--- src/rtl/wave_meter.sv ---
// Waveform analyser: finds rising mid-level crossings with hysteresis, measures
// the period between them in sys_clk cycles and reports per-period peak values.
module wave_meter #(
  parameter logic [7:0]  MID     = 8'd128,
  parameter logic [7:0]  HYST    = 8'd8,
  parameter logic [31:0] TIMEOUT = 32'd50_000_000
) (
  input  logic        sys_clk,
  input  logic        sys_rst_n,
  input  logic [7:0]  adc_data,
  input  logic        adc_valid,
  output logic [31:0] period_cnt,
  output logic [7:0]  vmax,
  output logic [7:0]  vmin,
  output logic        meas_valid,
  output logic        signal_lost
);

  localparam logic [8:0] TH_HI = {1'b0, MID} + {1'b0, HYST};
  localparam logic [8:0] TH_LO = {1'b0, MID} - {1'b0, HYST};

  typedef enum logic [1:0] {SEEK_LOW, SEEK_RISE, WAIT_FALL, WAIT_RISE} state_t;

  state_t      state_reg, state_next;
  logic [31:0] cnt_reg, cnt_next;
  logic [7:0]  run_max_reg, run_max_next;
  logic [7:0]  run_min_reg, run_min_next;
  logic [31:0] period_reg, period_next;
  logic [7:0]  vmax_reg, vmax_next;
  logic [7:0]  vmin_reg, vmin_next;
  logic        meas_valid_reg, meas_valid_next;
  logic        lost_reg, lost_next;

  logic low_ev, rise_ev, crossing, publish;

  assign low_ev   = adc_valid && ({1'b0, adc_data} < TH_LO);
  assign rise_ev  = adc_valid && ({1'b0, adc_data} >= TH_HI);
  // The first rising crossing only establishes the reference edge.
  assign crossing = rise_ev && (state_reg == SEEK_RISE || state_reg == WAIT_RISE);
  assign publish  = rise_ev && (state_reg == WAIT_RISE);

  always_ff @(posedge sys_clk or negedge sys_rst_n) begin
    if (!sys_rst_n) begin
      state_reg      <= SEEK_LOW;
      cnt_reg        <= 32'd0;
      run_max_reg    <= 8'h00;
      run_min_reg    <= 8'hFF;
      period_reg     <= 32'd0;
      vmax_reg       <= 8'h00;
      vmin_reg       <= 8'hFF;
      meas_valid_reg <= 1'b0;
      lost_reg       <= 1'b0;
    end else begin
      state_reg      <= state_next;
      cnt_reg        <= cnt_next;
      run_max_reg    <= run_max_next;
      run_min_reg    <= run_min_next;
      period_reg     <= period_next;
      vmax_reg       <= vmax_next;
      vmin_reg       <= vmin_next;
      meas_valid_reg <= meas_valid_next;
      lost_reg       <= lost_next;
    end
  end

  always_comb begin
    state_next      = state_reg;
    cnt_next        = cnt_reg + 32'd1;
    run_max_next    = run_max_reg;
    run_min_next    = run_min_reg;
    period_next     = period_reg;
    vmax_next       = vmax_reg;
    vmin_next       = vmin_reg;
    meas_valid_next = 1'b0;
    lost_next       = lost_reg;

    case (state_reg)
      SEEK_LOW:  if (low_ev)  state_next = SEEK_RISE;
      SEEK_RISE: if (rise_ev) state_next = WAIT_FALL;
      WAIT_FALL: if (low_ev)  state_next = WAIT_RISE;
      WAIT_RISE: if (rise_ev) state_next = WAIT_FALL;
      default:                state_next = SEEK_LOW;
    endcase

    // A crossing takes priority over a simultaneous timeout.
    if (crossing) begin
      cnt_next     = 32'd1;
      run_max_next = adc_data;
      run_min_next = adc_data;
    end else if (cnt_reg == TIMEOUT) begin
      lost_next    = 1'b1;
      state_next   = SEEK_LOW;
      cnt_next     = 32'd0;
      run_max_next = 8'h00;
      run_min_next = 8'hFF;
    end else if (adc_valid) begin
      if (adc_data > run_max_reg) run_max_next = adc_data;
      if (adc_data < run_min_reg) run_min_next = adc_data;
    end

    // Results use the pre-crossing counter and extremes, excluding this sample.
    if (publish) begin
      period_next     = cnt_reg;
      vmax_next       = run_max_reg;
      vmin_next       = run_min_reg;
      meas_valid_next = 1'b1;
      lost_next       = 1'b0;
    end
  end

  assign period_cnt  = period_reg;
  assign vmax        = vmax_reg;
  assign vmin        = vmin_reg;
  assign meas_valid  = meas_valid_reg;
  assign signal_lost = lost_reg;

endmodule

--- config.mk ---
export PLATFORM = sky130hd
export DESIGN_NAME = wave_meter
export DESIGN_NICKNAME = d
export VERILOG_FILES = /design/src/rtl/wave_meter.sv
export SDC_FILE = /design/constraint.sdc
export NUM_CORES = 1
export LEC_CHECK = 0
export CAP_MARGIN = 15
export CORE_ASPECT_RATIO = 0.6
export CORE_MARGIN = 4
export CORE_UTILIZATION = 45
export CTS_CLUSTER_DIAMETER = 80
export CTS_CLUSTER_SIZE = 24
export DETAILED_ROUTE_END_ITERATION = 6
export GPL_TIMING_DRIVEN = 0
export PLACE_DENSITY = 0.75
export SYNTH_ARGS = -nofsm -noshare
export SYNTH_HDL_FRONTEND = slang
export SYNTH_SLANG_ARGS = --single-unit
--- constraint.sdc ---
create_clock -name sys_clk -period 3.4 [get_ports sys_clk]
set_clock_uncertainty 0.05 [all_clocks]
set_input_delay 0.34 -clock sys_clk [delete_from_list [all_inputs] [get_ports sys_clk]]
set_output_delay 0.34 -clock sys_clk [all_outputs]
set_load 0.005 [all_outputs]
==> summary.txt, run 1 <==
Layout
  • Area Overhead vs Synth: 23.8%
  • Diode count: 0
  • Final #Nets: 527
  • Layout cells sized above 1: 0.159
  • Fin area: about 0.0058 mm2
  • Finished Core Util: 0.580

Floorplan
  • Core box area: ~0.010 mm2
  • Chip Height: roughly 87 um
  • Number of core rows: 28
  • DIE WIDTH: 140 um
  • Initial core utilization: 0.469
  • Total die area: 0.0122 mm2
  • Top-Level Pins: ~60

Placement
  • Detail Placement HPWL: 7870 um
  • Final Wtd Congestion: about 0.83
  • IO buf count: just under 60
  • Dpl cell area: approximately 0.0055 mm2

Setup path
  • CP Launch Type: input pin
  • Flop-to-flop setup slack: ~0.88 ns
  • R2R Path Start: cnt_reg[0]
  • Arr. time, crit path: 2.80 ns
  • R2r endpoint: cnt_reg[26]
  • Critical path startpoint: adc_data[4]
  • Crit end category: flip-flop
  • CP max FO: 8
  • Cell count of the worst reg-to-reg path: 7
  • Critical path class: in -> reg
  • Critical Path RT: 3.63 ns

Yosys
  • Mean Syn Cell Area: between 10 and 15 um2
  • Top cells by area, synth: dfrtp_1 (45%), dfstp_2 (9.0%), mux2_2 (7.4%), ha_1 (4.5%), nand2_1 (3.2%)
  • Syn_nets: approximately 460
  • Cell count after synthesis: between 400 and 500
  • Dominant synthesized flop cell: dfrtp_1
  • Cell Area, Synth: around 0.0047 mm2
  • Synthesis Warnings: 0
  • Post-synth top area cell: dfrtp_1
  • EDFF count, synth: 0
  • Yosys cell types: 47
  • Most numerous cell in the Yosys netlist: dfrtp_1
  • Yosys top cell area share: 0.448
  • Part of the Yosys area used for sequential elements: 0.537
  • Post-synth ARST share: 1.00
  • Synthesized flop and latch total: 100
  • Post-synth top cells: dfrtp_1 (84), nand2_1 (40), nor2_1 (38), mux2_2 (31), o21ai_0 (28)

Drt
  • Wirelength per Cell: 17.2 um
  • 1st-iter DRT viols: 265
  • Max layer used: met4
  • Routed Antenna Nets: 0
  • DRC viols: 0
  • Final WL: 11000 um
  • Avg Vias per Cell: 5.49
  • Met2 wire len: 4460 um
  • Wl on met1: between 5000 and 6000 um
  • Detailed Routing Iterations Pass 1: 5
  • Met3 routed WL: ~790 um
  • Via count: between 3000 and 4000

STA
  • Worst slew pin tran: around 0.80 ns
  • Setup tns final: 0 ns
  • Worst slew margin: 0.463
  • Max Transition Viols Final: 0
  • Unrepaired setup endpoints after global routing: false
  • Final setup violation count: 0
  • Final Cycle Share: 0.756
  • Minimum clock period: around 2.6 ns
  • Final hold violation count: 0
  • Max Fclk: between 300 and 400 MHz

Global routing
  • Largest net degree at the start of global routing: between 50 and 60
  • Number of global-route vias before repair: 3546
  • Total congestion overflow: 0
  • Total global-route track usage: 0.192
  • First-pass GRT wire length: about 18000 um
  • Initial antenna violation count: 0

Clocking
  • H-tree Lvls: 3
  • Skew-Pair Late Insertion Delay: 0.35 ns
  • Postcts setup bufs: 0
  • TritonCTS buffer count: 9
  • Max clock buf depth: 2
  • CTS root buf: clkbuf_16
  • Sink Count: 100
  • Worst-path clk slew: 0.07 ns
  • CTS tree: done

Min path
  • Hold Path Cell Cnt: 2
  • Min-delay src: vmax[4]
  • Worst hold path class: reg -> reg
  • Hold endpoint: vmax[4]

Run status
  • Status: finished clean

Pwr
  • Pwr dens: 649 mW/mm2
  • Leak: 0.00268 uW
  • VDD IR max: about 0.00033 V

Flow run
  • Max_cap viols: 0
-- layer usage --
layer / vias to the layer above / global-route usage
met2: 147 / 0.269
met5: - / 0
li1: 1634 / -
met1: 1696 / 0.283
met3: 32 / 0.0603
met4: 0 / 0.0633
-- worst max-delay path by stage --
stage / to / slack [ns] / cells after the start
6_report: run_min_reg[0] / 0.83 / 7
5_1_grt: cnt_reg[26] / 0.69 / 7
4_1_cts: run_min_reg[0] / 0.87 / 7
3_5_place_dp: run_min_reg[0] / 0.50 / 7
3_3_place_gp: period_cnt[9] / -1.61 / 1
2_1_floorplan: run_min_reg[0] / 1.25 / 6
-- placed cells by master, fill, tap and decap left out, drive strengths merged, types with 3 or more instances in the layout --
cell | Yosys | layout
clkinvlp | 0 | 3
nor2b | 5 | 5
mux2i | 8 | 8
a21oi | 15 | 15
xor2 | 17 | 17
ha | 17 | 17
nand4 | 11 | 11
xnor2 | 10 | 10
a32o | 4 | 4
clkdlybuf4s50 | 0 | 58
inv | 25 | 26
nand3 | 9 | 9
dfrtp | 84 | 84
o21ai | 28 | 28
or3 | 3 | 3
mux2 | 32 | 32
dfstp | 16 | 16
nand2 | 40 | 40
clkbuf | 9 | 18
and3 | 5 | 5
a22o | 3 | 3
nor2 | 38 | 38
buf | 11 | 13
nor4 | 7 | 7
and4 | 7 | 7
-- stage by stage --
| step | worst slack [ns] | hold WS [ns] | instances | total power [uW] |
|---|---|---|---|---|
| final | 0.829 | 0.432 | 639 | 3780 |
| after global placement | -1.61 | 0.414 | 621 | 2630 |
| after global routing | 0.695 | 0.458 | 639 | 4000 |
| after floorplan | 1.25 | -0.00559 | 427 | 2200 |
| after CTS | 0.867 | 0.435 | 639 | 3810 |
| after detailed placement | 0.500 | 0.320 | 622 | 2690 |
-- cell families after synthesis --
family / after synthesis / share of synthesized area
and+or+nand+nor: 139 / 0.153
DFF: 100 / 0.537
AOI/OAI and AO/OA: 59 / 0.0789
buffers and inverters: 45 / 0.0405
muxes: 40 / 0.0946
xor gates and xnor gates: 27 / 0.0504
adders and majority gates: 17 / 0.0453
-- cell type report --
class | count | area, um2
plain buffers | 20 | 96.3
clock buffers | 9 | 225
clock inverters | 7 | 100
fillers | 813 | 4200
inverters | 25 | 93.8
multi-input cells | 282 | 1980
flip-flops and latches | 100 | 2520
well taps | 135 | 169
repair buffers | 61 | 626
-- power by group --
group,leakage [uW],switching (uW),internal [uW]
registers,0.00129,143,1500
clock network,0.000148,455,648
logic,0.00124,502,523
-- what timing repair did --
item	in CTS	in global routing
hold buffers	1	0
resized for setup	0	0
endpoints found under the hold margin	40	0
-- worst max-delay path, cell delays in order --
cell and delay, ns:
clkdlybuf4s50_1 0.52, or4_1 0.59, nor2b_1 0.17, or2_1 0.24, buf_6 0.14, a41oi_4 0.44, mux2_4 0.35
Note: power is estimated with default switching activity, not from simulation.
==> run 2: changes to the inputs <==
==> constraint.sdc (replaced) <==
create_clock -name sys_clk -period 2.5 [get_ports sys_clk]
set_clock_uncertainty 0.05 [all_clocks]
set_input_delay 0.25 -clock sys_clk [delete_from_list [all_inputs] [get_ports sys_clk]]
set_output_delay 0.25 -clock sys_clk [all_outputs]
set_load 0.005 [all_outputs]
==> run 2 against run 1 <==
Clock-buffer cell count stayed put. Routed wire length is 0.47% higher. Setup slack worse by 0.72 ns. Critical path type unchanged. Highest routed layer unchanged.
==> summary.txt, run 2 (synthesized netlist as in run 1, its figures left out) <==
Run status
  • Status: finished clean

Global routing
  • Largest net degree at the start of global routing: 59
  • Number of global-route vias before repair: between 3000 and 4000
  • Initial antenna violation count: 0
  • Total global-route track usage: 0.192
  • First-pass GRT wire length: 18300 um
  • Total congestion overflow: 0

Setup path
  • Slowest cell on the critical path: or4_1
  • Arr. time, crit path: around 2.6 ns
  • Crit end category: flip-flop
  • Flop-to-flop setup slack: 0.12 ns
  • CP Buf/Inv Count: 3
  • Critical Path RT: around 2.7 ns
  • R2R Path Start: cnt_reg[5]
  • CP max FO: 10
  • Top delay family on crit path: buffers and inverters
  • Cell count of the worst reg-to-reg path: 8
  • CP Launch Type: input pin
  • Most numerous cell on the critical path: buf_2
  • Critical path class: in -> reg
  • Worst path max stage delay: 0.57 ns
  • R2r endpoint: run_min_reg[0]
  • CP Cell Sequence: clkdlybuf4s50_1 -> or4_1 -> nor2b_1 -> nand2_1 -> buf_2 -> buf_2 -> mux2_2

Drt
  • DRC viols: 0
  • Detailed Routing Iterations Pass 1: 5
  • Final WL: ~11000 um
  • 1st-iter DRT viols: ~300
  • Wirelength per Cell: roughly 17 um
  • Via count: approximately 3500
  • Routed Antenna Nets: 0
  • Avg Vias per Cell: between 5 and 6

Clocking
  • Skew-Pair Late Insertion Delay: roughly 0.35 ns
  • Worst-path clk slew: around 0.070 ns
  • H-tree Lvls: 3
  • CTS root buf: clkbuf_16
  • Sink Count: 100
  • Max clock buf depth: 2
  • TritonCTS buffer count: 9
  • CTS tree: done

Layout
  • Most frequent cells in the layout: dfrtp_1 (83), clkdlybuf4s50_1 (58), nand2_1 (40)
  • Final #Nets: between 500 and 600
  • Multi-input logic area: around 0.0020 mm2
  • Finished Core Util: 0.586
  • Commonest non-fill, non-tap cell in the layout: dfrtp_1
  • Diode count: 0
  • Register Area: around 0.0025 mm2
  • Layout cells sized above 1: 0.174
  • Final-layout fill cell count: between 800 and 900
  • Area Overhead vs Synth: 25.0%

STA
  • Final setup violation count: 0
  • Minimum clock period: about 2.4 ns
  • Final Cycle Share: 0.955
  • Final hold violation count: 0
  • Worst slew margin: 0.533
  • Setup tns final: 0 ns
  • Max Fclk: around 420 MHz
  • Worst slew pin tran: 0.695 ns
  • Max Transition Viols Final: 0
  • Worst setup slack after layout: 0.113 ns

Pwr
  • VDD IR max: 0.000453 V
  • Pwr dens: 882 mW/mm2
  • Gate power share: 0.277
  • Internal power: roughly 3700 uW
  • Sw frac: 0.291
  • Sequential share of power: 0.433
  • Design Power: between 5000 and 6000 uW
  • Clk network pwr share: 0.290
  • P_sw: roughly 1500 uW
  • Leak: approximately 0.0027 uW

Placement
  • Detail Placement HPWL: between 7000 and 8000 um
  • Pre-CTS setup slack: -0.310 ns
  • Final Wtd Congestion: 0.830
  • IO buf count: between 50 and 60

Floorplan
  • DIE WIDTH: about 140 um
  • Top-Level Pins: 61
  • Core box area: between 0.01 and 0.015 mm2
  • Chip Height: 87.1 um
  • Initial core utilization: 0.469
  • Total die area: 0.0122 mm2
  • Number of core rows: 28

Flow run
  • Max_cap viols: 0

Min path
  • Worst hold path class: in -> async
[run 2: changes by cell type in the layout (fill, tap and decap cells not counted), sizes merged]
cell / change
buf: +2
[run 2: stage by stage]
step	cells	hold WS (ns)	cell area, um2
2_1_floorplan	427	-0.0956	4700
3_3_place_gp	621	0.414	5460
3_5_place_dp	622	0.230	5480
4_1_cts	639	0.393	5820
5_1_grt	641	0.439	5870
6_report	641	0.386	5870
[run 2: cell type report]
| cell class | instances | share of cell area |
|---|---|---|
| Timing Repair Buffer | 63 | 0.111 |
| Tap cell | 135 | 0.0288 |
| Clock inverter | 7 | 0.0170 |
| Clock buffer | 9 | 0.0384 |
| Inverter | 25 | 0.0160 |
| Sequential cell | 100 | 0.430 |
| Buffer | 20 | 0.0168 |
| Multi-Input combinational cell | 282 | 0.342 |
[run 2: repair_timing]
| item | 4_1_cts | 5_1_grt |
|---|---|---|
| gates resized for setup | 0 | 9 |
| setup endpoints to repair | 0 | 32 |
| buffers inserted | 0 | 2 |
| hold buffers | 1 | 0 |
| endpoints found under the hold margin | 40 | 0 |
[run 2: worst max-delay path by stage]
stage | endpoint | cells after the start | slack [ns] | start
floorplan | run_max_reg[0] | 7 | 0.41 | cnt_reg[5]
global placement | period_cnt[9] | 1 | -2.42 | sys_rst_n
detailed placement | run_min_reg[0] | 7 | -0.31 | adc_data[4]
CTS | cnt_reg[26] | 7 | 0.02 | cnt_reg[0]
global route | cnt_reg[25] | 7 | -0.001 | cnt_reg[2]
finish | period_cnt[29] | 7 | 0.11 | adc_data[4]
[run 2: routing by layer]
layer,vias up,share of wire,GRT usage
li1,1639,-,-
met1,1717,0.49,0.283
met2,142,0.42,0.269
met3,18,0.069,0.0603
met4,0,0.017,0.0633
met5,-,0,0
[run 2: power by group through the flow]
stage	Combinational (uW)	Clock, uW	Sequential, uW
2_1_floorplan	753	0	2240
3_3_place_gp	1330	0	2260
3_5_place_dp	1390	0	2270
4_1_cts	1400	1530	2240
5_1_grt	1600	1600	2290
6_report	1440	1500	2240
==> run 3: changes to the inputs <==
--- a/config.mk
+++ b/config.mk
@@ -8,12 +8,12 @@
 export CAP_MARGIN = 15
 export CORE_ASPECT_RATIO = 0.6
 export CORE_MARGIN = 4
-export CORE_UTILIZATION = 45
+export CORE_UTILIZATION = 55
 export CTS_CLUSTER_DIAMETER = 80
 export CTS_CLUSTER_SIZE = 24
 export DETAILED_ROUTE_END_ITERATION = 6
 export GPL_TIMING_DRIVEN = 0
-export PLACE_DENSITY = 0.75
+export PLACE_DENSITY = 0.88
 export SYNTH_ARGS = -nofsm -noshare
 export SYNTH_HDL_FRONTEND = slang
 export SYNTH_SLANG_ARGS = --single-unit
==> run 3 against run 2 <==
Via count up 0.82%. Cell count down 4.2%. Global-route usage up 4.2 points. Critical path depth up 1. Largest cell class unchanged. Setup slack worse by 0.039 ns. Fmax down 1.6%.
==> summary.txt, run 3 (synthesized netlist as in run 1, its figures left out) <==
Global routing
  • Number of global-route vias before repair: ~3600
  • Initial antenna violation count: 0
  • First-pass GRT wire length: around 19000 um
  • Total congestion overflow: 0
  • Largest net degree at the start of global routing: between 60 and 70
  • Total global-route track usage: 0.234

Layout
  • Fin area: 0.00577 mm2
  • Area Overhead vs Synth: 22.8%
  • Multi-input logic area: around 0.0020 mm2
  • Finished Layout Cells: between 600 and 700
  • Commonest non-fill, non-tap cell in the layout: dfrtp_1
  • Register Area: between 0.002 and 0.003 mm2
  • Final-layout fill cell count: ~560
  • Most frequent cells in the layout: dfrtp_1 (84), clkdlybuf4s50_1 (58), nand2_1 (40)
  • Layout cells sized above 1: 0.168
  • Final #Nets: roughly 530
  • Diode count: 0

Clocking
  • Worst-path clk slew: 0.07 ns
  • CTS root buf: clkbuf_16
  • CTS tree: done
  • Max clock buf depth: 2
  • H-tree Lvls: 3
  • TritonCTS buffer count: 9
  • Skew-Pair Late Insertion Delay: around 0.35 ns
  • Sink Count: 100

STA
  • Setup tns final: 0 ns
  • Worst slew margin: 0.543
  • Final hold violation count: 0
  • Max Fclk: roughly 410 MHz
  • Hold WS: roughly 0.33 ns
  • Final setup violation count: 0
  • Max Transition Viols Final: 0
  • Worst slew pin tran: between 0.6 and 0.7 ns
  • Minimum clock period: approximately 2.4 ns
  • Final Cycle Share: 0.970
  • Worst setup slack after layout: roughly 0.074 ns

Setup path
  • Arr. time, crit path: ~2.7 ns
  • CP Launch Type: flip-flop
  • Critical path class: reg -> reg
  • Crit end category: flip-flop
  • Cell count of the worst reg-to-reg path: 8
  • Critical Path RT: about 2.7 ns
  • CP max FO: 8

Drt
  • Routed Antenna Nets: 0
  • Wirelength per Cell: approximately 18 um
  • Final WL: 11200 um
  • Avg Vias per Cell: roughly 5.8
  • 1st-iter DRT viols: 377
  • Detailed Routing Iterations Pass 1: 5
  • DRC viols: 0
  • Via count: 3545

Pwr
  • Pwr dens: around 860 mW/mm2
  • VDD IR max: ~0.0006 V
  • Leak: between 0.002 and 0.003 uW

Floorplan
  • DIE WIDTH: between 100 and 150 um
  • Chip Height: 79.6 um
  • Core box area: between 0.008 and 0.009 mm2
  • Initial core utilization: 0.580
  • Total die area: approximately 0.010 mm2
  • Top-Level Pins: about 60
  • Number of core rows: 25

Run status
  • Status: finished clean

Placement
  • Final Wtd Congestion: approximately 0.93
  • Dpl cell area: 0.00545 mm2
  • IO buf count: 59
  • Detail Placement HPWL: 7870 um
  • Placed Instances: about 600
  • Pre-CTS setup slack: -0.297 ns

Flow run
  • Max_cap viols: 0

Min path
  • Worst hold path class: in -> async
run 3: cell count changes in the layout (fill, tap and decap cells not counted):
cell / previous run / this run
clkinvlp_4: 3 / 0
clkinv_2: 0 / 4
bufinv_16: 2 / 0
nor4_1: 5 / 6
dfrtp_1: 83 / 84
dfrtp_2: 1 / 0
nor4_2: 2 / 1
clkbuf_1: 7 / 8
clkbuf_2: 2 / 3
inv_6: 1 / 0
run 3: worst paths after layout:
kind,to,start,slack (ns)
worst max register to register,run_min_reg[0],cnt_reg[5],0.07
min in group sys_clk,vmin[5],vmin[5],0.43
worst max-delay path,run_min_reg[0],cnt_reg[5],0.07
worst min-delay path,vmax[1],sys_rst_n,0.33
worst min register to register,vmin[5],vmin[5],0.43
max in group asynchronous,vmin[6],sys_rst_n,1.36
run 3: report_power, final:
group	total (uW)	switching, uW	leakage [uW]	internal (uW)
logic	1480	728	0.00128	749
registers	2250	207	0.00129	2050
clock network	1240	570	0.000133	669
run 3: layout make-up:
class / count / area share
inverter: 25 / 0.0163
buffer: 20 / 0.0174
multi-input combinational: 282 / 0.347
tap: 108 / 0.0234
timing repair buffer: 63 / 0.113
clock buffer: 11 / 0.0403
sequential: 100 / 0.437
clock inverter: 5 / 0.00499
run 3: stage by stage:
step / util / power, uW
after floorplan: - / 2990
after global placement: 0.669 / 3560
after detailed placement: 0.672 / 3670
after CTS: 0.706 / 4950
after global routing: 0.712 / 5250
final: 0.712 / 4970
run 3: worst max-delay path, cell delays in order, from the launching register on:
cell	delay [ns]
dfrtp_1	0.35
buf_2	0.17
or4b_1	0.53
nor4_1	0.41
or2_1	0.18
buf_6	0.14
a41oi_4	0.05
buf_12	0.19
mux2_4	0.29
run 3: repair_timing:
item                                    CTS  global route
gates resized for setup                   0             9
endpoints found under the setup margin    0            34
endpoints found under the hold margin    28             0
buffers inserted                          0             2
hold buffers                              1             0
run 3: layer usage:
metal,global-route usage,up-vias,routed length [um]
li1,-,1629,-
met1,0.324,1754,5160
met2,0.372,150,5190
met3,0.0548,12,761
met4,0.0675,0,118
met5,0,-,0
